$ cat config.mk
export PLATFORM = sky130hd
export DESIGN_NAME = first_counter_sequencer
export DESIGN_NICKNAME = d
export VERILOG_FILES = /design/src/rtl/first_counter_sequencer.sv
export SDC_FILE = /design/constraint.sdc
export NUM_CORES = 1
export LEC_CHECK = 0
export ABC_CLOCK_PERIOD_IN_PS = 2350
export CAP_MARGIN = 10
export CORE_MARGIN = 2
export CORE_UTILIZATION = 35
export DETAILED_ROUTE_END_ITERATION = 8
export GPL_ROUTABILITY_DRIVEN = 0
export PLACE_DENSITY = 0.68
export SYNTH_ARGS = -nofsm -noshare
export SYNTH_HDL_FRONTEND = slang
export SYNTH_SLANG_ARGS = --single-unit
$ cat constraint.sdc
create_clock -name clk -period 2.35 [get_ports clk]
set_input_delay 0.47 -clock clk [delete_from_list [all_inputs] [get_ports clk]]
set_output_delay 0.47 -clock clk [all_outputs]
set_load 0.005 [all_outputs]
$ cat src/rtl/first_counter_sequencer.sv
// first_counter_sequencer
// Runs the 4-bit first_counter for a programmed number of full wraps.
// Each run clears the counter, enables it until the requested number of
// overflow pulses has been seen, then reports completion with a done pulse.
// While running, a shadow model of the counter checks every value and every
// overflow pulse, and raises a sticky err flag on any disagreement.
module first_counter_sequencer #(
    parameter int WRAP_W = 8
) (
    input  logic              clk,
    input  logic              reset,        // asynchronous, active-low
    input  logic              start,
    input  logic              abort,
    input  logic [WRAP_W-1:0] num_wraps,
    input  logic [3:0]        counter_out,
    input  logic              overflow_out,
    output logic              cnt_enable,
    output logic              cnt_clear,
    output logic              busy,
    output logic              done,
    output logic              aborted,
    output logic [WRAP_W-1:0] wraps_done,
    output logic              err
);

    typedef enum logic [1:0] {
        S_IDLE  = 2'd0,
        S_CLEAR = 2'd1,
        S_RUN   = 2'd2,
        S_DONE  = 2'd3
    } state_t;

    state_t            state_q,   state_d;
    logic [WRAP_W-1:0] target_q,  target_d;
    logic [WRAP_W-1:0] wraps_q,   wraps_d;
    logic [3:0]        exp_q,     exp_d;      // counter value the model expects this cycle
    logic              ovf_exp_q, ovf_exp_d;  // overflow pulse the model expects this cycle
    logic              err_q,     err_d;
    logic              aborted_q, aborted_d;

    // Next-state, run bookkeeping and counter model.
    // NOTE: every _d signal takes its _q value first, so no path through the
    // case statement leaves a variable unassigned and no latch is inferred.
    always_comb begin
        state_d   = state_q;
        target_d  = target_q;
        wraps_d   = wraps_q;
        exp_d     = exp_q;
        ovf_exp_d = ovf_exp_q;
        err_d     = err_q;
        aborted_d = aborted_q;

        unique case (state_q)
            S_IDLE: begin
                if (start) begin
                    // A new run wipes the previous run's status.
                    target_d  = num_wraps;
                    wraps_d   = '0;
                    err_d     = 1'b0;
                    aborted_d = 1'b0;
                    // A zero-length request completes without touching the counter.
                    state_d   = (num_wraps == '0) ? S_DONE : S_CLEAR;
                end
            end

            S_CLEAR: begin
                // The counter reads 0 in the first RUN cycle; no overflow is pending.
                exp_d     = 4'd0;
                ovf_exp_d = 1'b0;
                if (abort) begin
                    state_d   = S_DONE;
                    aborted_d = 1'b1;
                end else begin
                    state_d   = S_RUN;
                end
            end

            S_RUN: begin
                // Model: value steps mod 16; overflow follows a 15->0 step by one cycle.
                exp_d     = exp_q + 4'd1;
                ovf_exp_d = (exp_q == 4'hF);
                // A mismatch is recorded but never ends the run.
                if ((counter_out != exp_q) || (overflow_out != ovf_exp_q)) begin
                    err_d = 1'b1;
                end
                if (overflow_out) begin
                    wraps_d = wraps_q + WRAP_W'(1);
                end
                // Reaching the target takes priority over a coincident abort.
                if (overflow_out && (wraps_d == target_q)) begin
                    state_d = S_DONE;
                end else if (abort) begin
                    state_d   = S_DONE;
                    aborted_d = 1'b1;
                end
            end

            S_DONE: begin
                state_d = S_IDLE;
            end

            default: begin
                state_d = S_IDLE;
            end
        endcase
    end

    // State and status registers.
    // NOTE: sequential state uses non-blocking assignments so every flop
    // samples the pre-edge value of every other flop.
    always_ff @(posedge clk or negedge reset) begin
        if (!reset) begin
            state_q   <= S_IDLE;
            target_q  <= '0;
            wraps_q   <= '0;
            exp_q     <= 4'd0;
            ovf_exp_q <= 1'b0;
            err_q     <= 1'b0;
            aborted_q <= 1'b0;
        end else begin
            state_q   <= state_d;
            target_q  <= target_d;
            wraps_q   <= wraps_d;
            exp_q     <= exp_d;
            ovf_exp_q <= ovf_exp_d;
            err_q     <= err_d;
            aborted_q <= aborted_d;
        end
    end

    // Control outputs decode the state register alone, so no input reaches them combinationally.
    assign busy       = (state_q == S_CLEAR) || (state_q == S_RUN);
    assign cnt_clear  = (state_q == S_CLEAR);
    assign cnt_enable = (state_q == S_RUN);
    assign done       = (state_q == S_DONE);

    assign aborted    = aborted_q;
    assign wraps_done = wraps_q;
    assign err        = err_q;

endmodule

==> flow_metrics.env, run 1 <==
export IMPL_critPathLaunchType="primary input"
export IMPL_synth_distinct_cells=41
export IMPL_worst_slew_pin_slew_ns=0.538
export IMPL_yosysTopAreaCell="dfrtp_1"
export IMPL_synth_nets=191
export IMPL_critPathArrivalTime_ns=2.38
export IMPL_ctsLongestPathBuffers=2
export IMPL_synthToLayoutAreaGrowth_pct=26.1
export IMPL_io_pins=31
export IMPL_total_power_mw=2.20
export IMPL_dr_pass1_iters=4
export IMPL_row_count=24
export IMPL_ys_ff_latch=25
export IMPL_finalSetupViolations=0
export IMPL_syn_inst=168
export IMPL_num_vias=1355
export IMPL_dieHeight_um=72.4
export IMPL_grt_util_all_layers=0.145
export IMPL_portBuffers=30
export IMPL_ys_warn_count=0
export IMPL_swShare=0.391
export IMPL_yosysSeqAreaShare=0.382
export IMPL_synth_top_area_share=0.382
export IMPL_postCtsHoldBufs=0
export IMPL_drt_wl_total_um=3580
export IMPL_rsz0062_at_grt="false"
export IMPL_period_share=0.944
export IMPL_drcViolationCount=0
export IMPL_antenna_found_initial=0
export IMPL_hp_class="flop to flop"
export IMPL_finalMaxSlewViolations=0
export IMPL_clk_pin_slew_ns=0.08
export IMPL_irDropWorstVdd_mv=0.642
export IMPL_timing_rr_end="state_q[0]"
export IMPL_whs_ns=0.502
export IMPL_ff_latch_area_um2=626
export IMPL_grt_first_pass_wirelength_um=5950
export IMPL_power_share_sequential=0.336
export IMPL_comb_power_share=0.547
export IMPL_dpl_hpwl_um=2730
export IMPL_p_switching_mw=0.859
export IMPL_ys_flop_type="dfrtp_1"
export IMPL_cts_sinks=25
export IMPL_htree_levels=1
export IMPL_fmax_mhz=451
export IMPL_grt_pass1_vias=1268
export IMPL_max_slew_margin_rel=0.637
export IMPL_critPathKind="primary input to flop"
export IMPL_drive_gt1_frac=0.155
export IMPL_wl_per_cell_um=13.9
export IMPL_synthArstFlopShare=1.00
export IMPL_leakagePower_nw=0.847
export IMPL_grt_max_degree=26
export IMPL_critPathLaunch="overflow_out"
export IMPL_cts_made_buffers=3
export IMPL_finalSetupTns_ns=0
export IMPL_netlist_top_cells_count="dfrtp_1 (25), o21ai_0 (14), nand2_1 (13), nand3_1 (9), xnor2_1 (9)"
export IMPL_grt_ovfl_total=0
export IMPL_place_area_um2=2020
export IMPL_post_cts_buffers=0
export IMPL_synth_most_common_cell="dfrtp_1"
export IMPL_coreArea_um2=4440
export IMPL_r2r_setup_slack_ns=0.27
export IMPL_power_frac_clock=0.116
export IMPL_endpoint_kind="flop"
export IMPL_synth_edf_count=0
export IMPL_crit_fanout=5
export IMPL_finalHoldViolations=0
export IMPL_power_density_nw_per_um2=1070
export IMPL_initial_core_util=0.368
export IMPL_syn_area_um2=1640
export IMPL_required_ns=2.51
export IMPL_dieArea_um2=5240
export IMPL_final_area_um2=2060
export IMPL_clk_latency_ns=0.27
export IMPL_multi_input_area_um2=906
export IMPL_r2r_start="wraps_done[1]"
export IMPL_postRouteAntennaNets=0
export IMPL_drv_cap=0
export IMPL_viasPerCell=5.25
export IMPL_min_from="err"
export IMPL_endpoint="state_q[0]"
export IMPL_syn_mean_instance_area_um2=9.74
export IMPL_status="finished clean"
export IMPL_rr_worst_depth=7
export IMPL_utilization=0.464
export IMPL_n_fill_cell=444
export IMPL_period_needed_ns=2.22
export IMPL_skew_ns=0.00206
export IMPL_post_cts_resize_count=0
export IMPL_nets=230
export IMPL_n_antenna_cell=0
export IMPL_drt_iter0_drc=64
export IMPL_internal_power_mw=1.34
export IMPL_synth_area_leaders="dfrtp_1 (38%), mux2_2 (5.5%), xnor2_1 (4.8%)"
export IMPL_die_w_um=72.4
export IMPL_cts_tree="yes"
export IMPL_clockRootBuffer="clkbuf_8"
## layout by cell type (no fill, tap or decap), drive strengths merged, types with 2 or more instances in the layout
cell type and count:
xnor2 9, dfrtp 25, nor2b 2, o22ai 2, a31oi 2, a21oi 6
nand2 14, clkbuf 3, nor3 5, mux2i 2, xor2 8, ha 6
inv 8, nand3 9, mux2 8, o21ai 14, nor2 7, o221ai 3
nand4 5, buf 12, clkdlybuf4s50 30, nor4 5, nand2b 5
## kinds of logic (layout without fill, tap and decap cells)
kind of cell	count (synthesis)	in the layout	share of synthesized area
AOI/OAI and AO/OA	36	36	0.152
adders and majority gates	6	6	0.0459
and+or+nand+nor	58	58	0.197
DFF	25	25	0.382
buffers and inverters	16	54	0.0642
xor gates and xnor gates	17	17	0.0910
muxes	10	10	0.0673
## power by group through the flow
stage | combinational [mW] | clock [mW] | sequential (mW)
CTS | 1.22 | 0.266 | 0.743
global route | 1.33 | 0.285 | 0.767
detailed placement | 1.22 | 0 | 0.750
finish | 1.20 | 0.256 | 0.740
floorplan | 0.816 | 0 | 0.728
global placement | 1.19 | 0 | 0.748
## how the worst min path moves through the flow
stage	end	slack, ns	depth (start not counted)
finish	err	0.50	2
floorplan	aborted	0.17	0
detailed placement	err	0.49	2
global route	target_q[6]	0.55	1
global placement	err	0.48	2
CTS	err	0.51	2
## metrics by stage
step	cells	setup slack, ns
after floorplan	168	0.392
after global placement	254	-0.0680
after detailed placement	254	-0.142
after CTS	258	0.141
after global routing	258	0.0393
final	258	0.132
## metal layers
| metal | GRT usage | up-vias | wire, um |
|---|---|---|---|
| met5 | 0 | - | 0 |
| met1 | 0.198 | 639 | 1740 |
| met2 | 0.232 | 25 | 1640 |
| met3 | 0.0292 | 6 | 140 |
| li1 | - | 685 | - |
| met4 | 0.0432 | 0 | 56 |
## sequential cells by signal, summed over array words and instances (netlist names)
signal / cells
err: 1
wraps_done: 8
ovf_exp_q: 1
exp_q: 4
target_q: 8
state_q: 2
aborted: 1
## critical path, stage by stage
cell	delay (ns)
clkdlybuf4s50_1	0.58
nand4_1	0.20
or2_2	0.36
xnor2_1	0.19
o211ai_2	0.17
a221oi_1	0.30
o2bb2ai_1	0.11
## layout make-up
| cell class | instances | area share |
|---|---|---|
| multi-input cells | 127 | 0.439 |
| flip-flops and latches | 25 | 0.303 |
| repair buffers | 42 | 0.189 |
| well taps | 52 | 0.0315 |
| clock buffers | 3 | 0.0200 |
| inverters | 8 | 0.0146 |
| clock inverters | 1 | 0.00243 |
Power figures use the tool's default switching activity.
==> run 2: changes to the inputs <==
--- a/config.mk
+++ b/config.mk
@@ -8,10 +8,10 @@
 export ABC_CLOCK_PERIOD_IN_PS = 2350
 export CAP_MARGIN = 10
 export CORE_MARGIN = 2
-export CORE_UTILIZATION = 35
+export CORE_UTILIZATION = 25
 export DETAILED_ROUTE_END_ITERATION = 8
 export GPL_ROUTABILITY_DRIVEN = 0
-export PLACE_DENSITY = 0.68
+export PLACE_DENSITY = 0.55
 export SYNTH_ARGS = -nofsm -noshare
 export SYNTH_HDL_FRONTEND = slang
 export SYNTH_SLANG_ARGS = --single-unit
==> run 2 against run 1 <==
Net effect: sequential cell count unchanged; power up 1.5%; global-route usage down 3.4 points; sequential share of layout area down 0.59 points; non-clock buffer count up 1; clock power up 4%; routed wire length up 7.2%; clock skew about the same; worst setup slack better by 0.14 ns.
==> flow_metrics.env, run 2 (synthesis gave the netlist of run 1 again) <==
export IMPL_cts_made_buffers=3
export IMPL_clk_latency_ns=0.27
export IMPL_grt_util_all_layers=0.111
export IMPL_critPathTopFamily="compound AO/OA/AOI/OAI gates"
export IMPL_die_w_um=84.9
export IMPL_skew_ns=0.00222
export IMPL_period_needed_ns=2.08
export IMPL_cts_sinks=25
export IMPL_grt_met2_usage=0.181
export IMPL_dpl_hpwl_um=2870
export IMPL_rsz0062_at_grt="false"
export IMPL_critPathLaunchType="flop"
export IMPL_ctsLongestPathBuffers=2
export IMPL_final_cell_mix="clkdlybuf4s50_1 (29), dfrtp_1 (25), o21ai_0 (14), nand2_1 (13), buf_4 (13)"
export IMPL_min_path_cells=2
export IMPL_r2r_start="wraps_done[1]"
export IMPL_htree_levels=1
export IMPL_min_to="err"
export IMPL_endpoint_kind="flop"
export IMPL_wl_per_cell_um=13.5
export IMPL_max_stage_delay_ns=0.49
export IMPL_num_vias=1322
export IMPL_irDropWorstVdd_mv=0.622
export IMPL_finalMaxSlewViolations=0
export IMPL_critPathKind="flop to flop"
export IMPL_max_slew_margin_rel=0.526
export IMPL_r2r_setup_slack_ns=0.27
export IMPL_dieHeight_um=84.9
export IMPL_drt_iter0_drc=81
export IMPL_cp_slowest_cell="dfrtp_1"
export IMPL_rr_worst_depth=7
export IMPL_cts_tree="yes"
export IMPL_power_density_nw_per_um2=1060
export IMPL_row_count=29
export IMPL_n_antenna_cell=0
export IMPL_crit_fanout=5
export IMPL_grt_ovfl_total=0
export IMPL_whs_ns=0.513
export IMPL_io_pins=31
export IMPL_grt_first_pass_wirelength_um=6520
export IMPL_finalSetupViolations=0
export IMPL_clk_pin_slew_ns=0.09
export IMPL_dieArea_um2=7210
export IMPL_gr_usage_met1=0.155
export IMPL_period_share=0.884
export IMPL_drive_gt1_frac=0.159
export IMPL_nets=231
export IMPL_worst_slew_pin_slew_ns=0.704
export IMPL_required_ns=2.51
export IMPL_final_common_cell="clkdlybuf4s50_1"
export IMPL_antenna_found_initial=0
export IMPL_grt_max_degree=26
export IMPL_min_from="err"
export IMPL_fmax_mhz=481
export IMPL_drcViolationCount=0
export IMPL_grt_util_met3=0.0243
export IMPL_grt_busiest_layer="met2"
export IMPL_status="finished clean"
export IMPL_portBuffers=30
export IMPL_timing_rr_end="state_q[0]"
export IMPL_path_cells="ha_1 > nand4_1 > or2_2 > xnor2_1 > o211ai_2 > a221oi_1 > o2bb2ai_1"
export IMPL_crit_buf_inv=0
export IMPL_leakagePower_nw=0.861
export IMPL_grt_pass1_vias=1295
export IMPL_postCtsHoldBufs=0
export IMPL_initial_core_util=0.258
export IMPL_utilization=0.331
export IMPL_hp_class="flop to flop"
export IMPL_drv_cap=0
export IMPL_clockRootBuffer="clkbuf_8"
export IMPL_synthToLayoutAreaGrowth_pct=28.6
export IMPL_drt_wl_total_um=3840
export IMPL_dr_pass1_iters=4
export IMPL_coreArea_um2=6350
export IMPL_critPathArrivalTime_ns=2.24
export IMPL_viasPerCell=4.65
export IMPL_postRouteAntennaNets=0
export IMPL_finalHoldViolations=0
==> run 2: worst max path at each step <==
| stage | depth (start not counted) | start | endpoint | slack (ns) |
|---|---|---|---|---|
| final | 7 | wraps_done[1] | state_q[0] | 0.27 |
| after global routing | 7 | wraps_done[1] | state_q[0] | 0.08 |
| after CTS | 8 | overflow_out | state_q[0] | 0.16 |
| after detailed placement | 8 | overflow_out | state_q[0] | -0.15 |
| after global placement | 8 | overflow_out | state_q[0] | -0.12 |
| after floorplan | 7 | wraps_done[0] | state_q[0] | 0.39 |
==> run 2: worst register-to-register path, cell delays in order (launching register included) <==
cell and delay (ns):
dfrtp_1 0.49, ha_1 0.23, nand4_1 0.16, or2_2 0.37
xnor2_1 0.19, o211ai_2 0.15, a221oi_1 0.28, o2bb2ai_1 0.11
==> run 2: per-stage QoR <==
step                cells  setup TNS [ns]  power [mW]  setup slack [ns]  instance area [um2]
finish                284               0        2.23             0.272                 2100
global route          284               0        2.43            0.0779                 2100
CTS                   284               0        2.28             0.164                 2100
detailed placement    280          -0.380        2.00            -0.155                 2060
global placement      280          -0.302        1.98            -0.116                 2060
floorplan             168               0        1.54             0.392                 1640
==> run 2: what timing repair did <==
action,4_1_cts,5_1_grt
endpoints found under the setup margin,0,1
gates resized for setup,0,1
setup buffers,0,0
==> run 2: routing by layer <==
metal  up-vias  part of all wire
met1       619              0.48
met4         0            0.0057
met2        21              0.47
met5         -                 0
met3         4             0.043
li1        678                 -
==> run 2: power breakdown <==
group / internal, mW / total (mW) / switching [mW]
clock network: 0.119 / 0.267 / 0.148
registers: 0.582 / 0.745 / 0.163
logic: 0.643 / 1.22 / 0.579
total: 1.34 / 2.23 / 0.890
==> run 2: area by class of cell <==
class	count	area [um2]
clock buffers	3	41.3
clock inverters	1	5.00
fillers	651	4250
inverters	8	30.0
multi-input cells	127	906
flip-flops and latches	25	626
well taps	77	96.3
repair buffers	43	400
==> run 3: changes to the inputs <==
--- a/config.mk
+++ b/config.mk
@@ -7,10 +7,12 @@
 export LEC_CHECK = 0
 export ABC_CLOCK_PERIOD_IN_PS = 2350
 export CAP_MARGIN = 10
-export CORE_MARGIN = 2
+export CORE_ASPECT_RATIO = 2
+export CORE_MARGIN = 4
 export CORE_UTILIZATION = 25
 export DETAILED_ROUTE_END_ITERATION = 8
 export GPL_ROUTABILITY_DRIVEN = 0
+export MAX_ROUTING_LAYER = met4
 export PLACE_DENSITY = 0.55
 export SYNTH_ARGS = -nofsm -noshare
 export SYNTH_HDL_FRONTEND = slang
==> run 3 against run 2 <==
Net effect: worst setup slack gained 0.0032 ns; critical path depth is the same; fmax grew 0.15%; routed wire length grew 11%; sequential power grew 0.7%; power grew 8.1%; cell area grew 2.8%; clock power grew 46%; sequential share of layout area shrank 0.81 points; critical endpoint unchanged.
==> flow_metrics.env, run 3 (synthesis gave the netlist of run 1 again) <==
export IMPL_status="finished clean"
export IMPL_dieArea_um2=7980
export IMPL_required_ns=2.49
export IMPL_cts_made_buffers=3
export IMPL_row_count=41
export IMPL_period_needed_ns=2.07
export IMPL_place_ws_ns=-0.221
export IMPL_clk_latency_ns=0.26
export IMPL_antenna_found_initial=0
export IMPL_drt_wl_total_um=4250
export IMPL_critPathKind="flop to flop"
export IMPL_synthToLayoutAreaGrowth_pct=32.2
export IMPL_max_slew_margin_rel=0.479
export IMPL_power_density_nw_per_um2=1120
export IMPL_grt_first_pass_wirelength_um=7310
export IMPL_dpl_hpwl_um=3330
export IMPL_coreArea_um2=6360
export IMPL_ctsLongestPathBuffers=2
export IMPL_hp_class="flop to flop"
export IMPL_clockRootBuffer="clkbuf_16"
export IMPL_skew_ns=0.00346
export IMPL_drive_gt1_frac=0.168
export IMPL_clk_pin_slew_ns=0.07
export IMPL_num_vias=1381
export IMPL_portBuffers=30
export IMPL_io_pins=31
export IMPL_drcViolationCount=0
export IMPL_wl_per_cell_um=14.5
export IMPL_grt_ovfl_total=0
export IMPL_critPathLaunchType="flop"
export IMPL_die_w_um=65.2
export IMPL_final_cell_mix="clkdlybuf4s50_1 (29), dfrtp_1 (25), o21ai_0 (14), buf_4 (14), nand2_1 (13)"
export IMPL_final_common_cell="clkdlybuf4s50_1"
export IMPL_htree_levels=1
export IMPL_postCtsHoldBufs=0
export IMPL_leakagePower_nw=0.884
export IMPL_critPathArrivalTime_ns=2.22
export IMPL_grt_util_all_layers=0.122
export IMPL_cts_tree="yes"
export IMPL_dieHeight_um=122
export IMPL_drv_cap=0
export IMPL_fin_cells=294
export IMPL_finalMaxSlewViolations=0
export IMPL_grt_max_degree=26
export IMPL_finalSetupViolations=0
export IMPL_n_fill_cell=693
export IMPL_endpoint_kind="flop"
export IMPL_worst_slew_pin_slew_ns=0.773
export IMPL_dpl_cell_count=290
export IMPL_post_cts_resize_count=0
export IMPL_final_setup_worst_slack_ns=0.276
export IMPL_rsz0062_at_grt="false"
export IMPL_grt_pass1_vias=1429
export IMPL_initial_core_util=0.257
export IMPL_period_share=0.883
export IMPL_post_cts_buffers=0
export IMPL_fmax_mhz=482
export IMPL_finalHoldViolations=0
export IMPL_finalSetupTns_ns=0
export IMPL_drt_iter0_drc=22
export IMPL_crit_fanout=5
export IMPL_dr_pass1_iters=4
export IMPL_final_area_um2=2160
export IMPL_nets=232
export IMPL_n_antenna_cell=0
export IMPL_cts_sinks=25
export IMPL_whs_ns=0.497
export IMPL_postRouteAntennaNets=0
export IMPL_irDropWorstVdd_mv=0.537
export IMPL_place_area_um2=2070
export IMPL_viasPerCell=4.70
## run 3: cell types whose count changed in the layout (fill, tap and decap cells not counted)
cell,previous run,this run
clkbuf_8,3,0
a221oi_2,0,1
a221oi_1,1,0
clkbuf_16,0,3
buf_4,13,14
## run 3: worst max-delay path, cell delays in order (launching register included)
cell and delay [ns]:
dfrtp_1 0.47, ha_1 0.23, nand4_1 0.17, or2_2 0.36, xnor2_1 0.19, o211ai_2 0.16
a221oi_2 0.27, o2bb2ai_1 0.11
## run 3: final timing paths
kind	start	slack (ns)	to	depth (start not counted)
max	wraps_done[1]	0.28	state_q[0]	7
max in group asynchronous	reset	1.51	wraps_done[3]	2
min reg2reg	err	0.50	err	2
max reg2reg	wraps_done[1]	0.28	state_q[0]	7
min	err	0.50	err	2
min in group asynchronous	reset	0.57	err	2
## run 3: area by class of cell
| cell class | count | area (um2) | share of cell area |
|---|---|---|---|
| Timing Repair Buffer | 44 | 408 | 0.189 |
| Sequential cell | 25 | 626 | 0.289 |
| Clock inverter | 1 | 5.00 | 0.00231 |
| Clock buffer | 3 | 75.1 | 0.0347 |
| Inverter | 8 | 30.0 | 0.0139 |
| Multi-Input combinational cell | 127 | 912 | 0.422 |
| Tap cell | 86 | 108 | 0.0497 |
## run 3: per-layer routing
layer	vias up	global-route usage	part of all wire
li1	684	-	-
met1	665	0.125	0.37
met2	25	0.230	0.57
met3	7	0.0101	0.027
met4	0	0.0571	0.028
met5	-	-	0
## run 3: stage by stage
step	util	power [mW]
after CTS	0.339	2.43
after global routing	0.340	2.61
after floorplan	-	1.54
after global placement	0.326	2.02
after detailed placement	0.326	2.04
final	0.340	2.41
## run 3: power breakdown
group	total [mW]	switching, mW	internal [mW]
Clock	0.391	0.161	0.230
Sequential	0.750	0.167	0.583
Combinational	1.27	0.614	0.659
Total	2.41	0.942	1.47
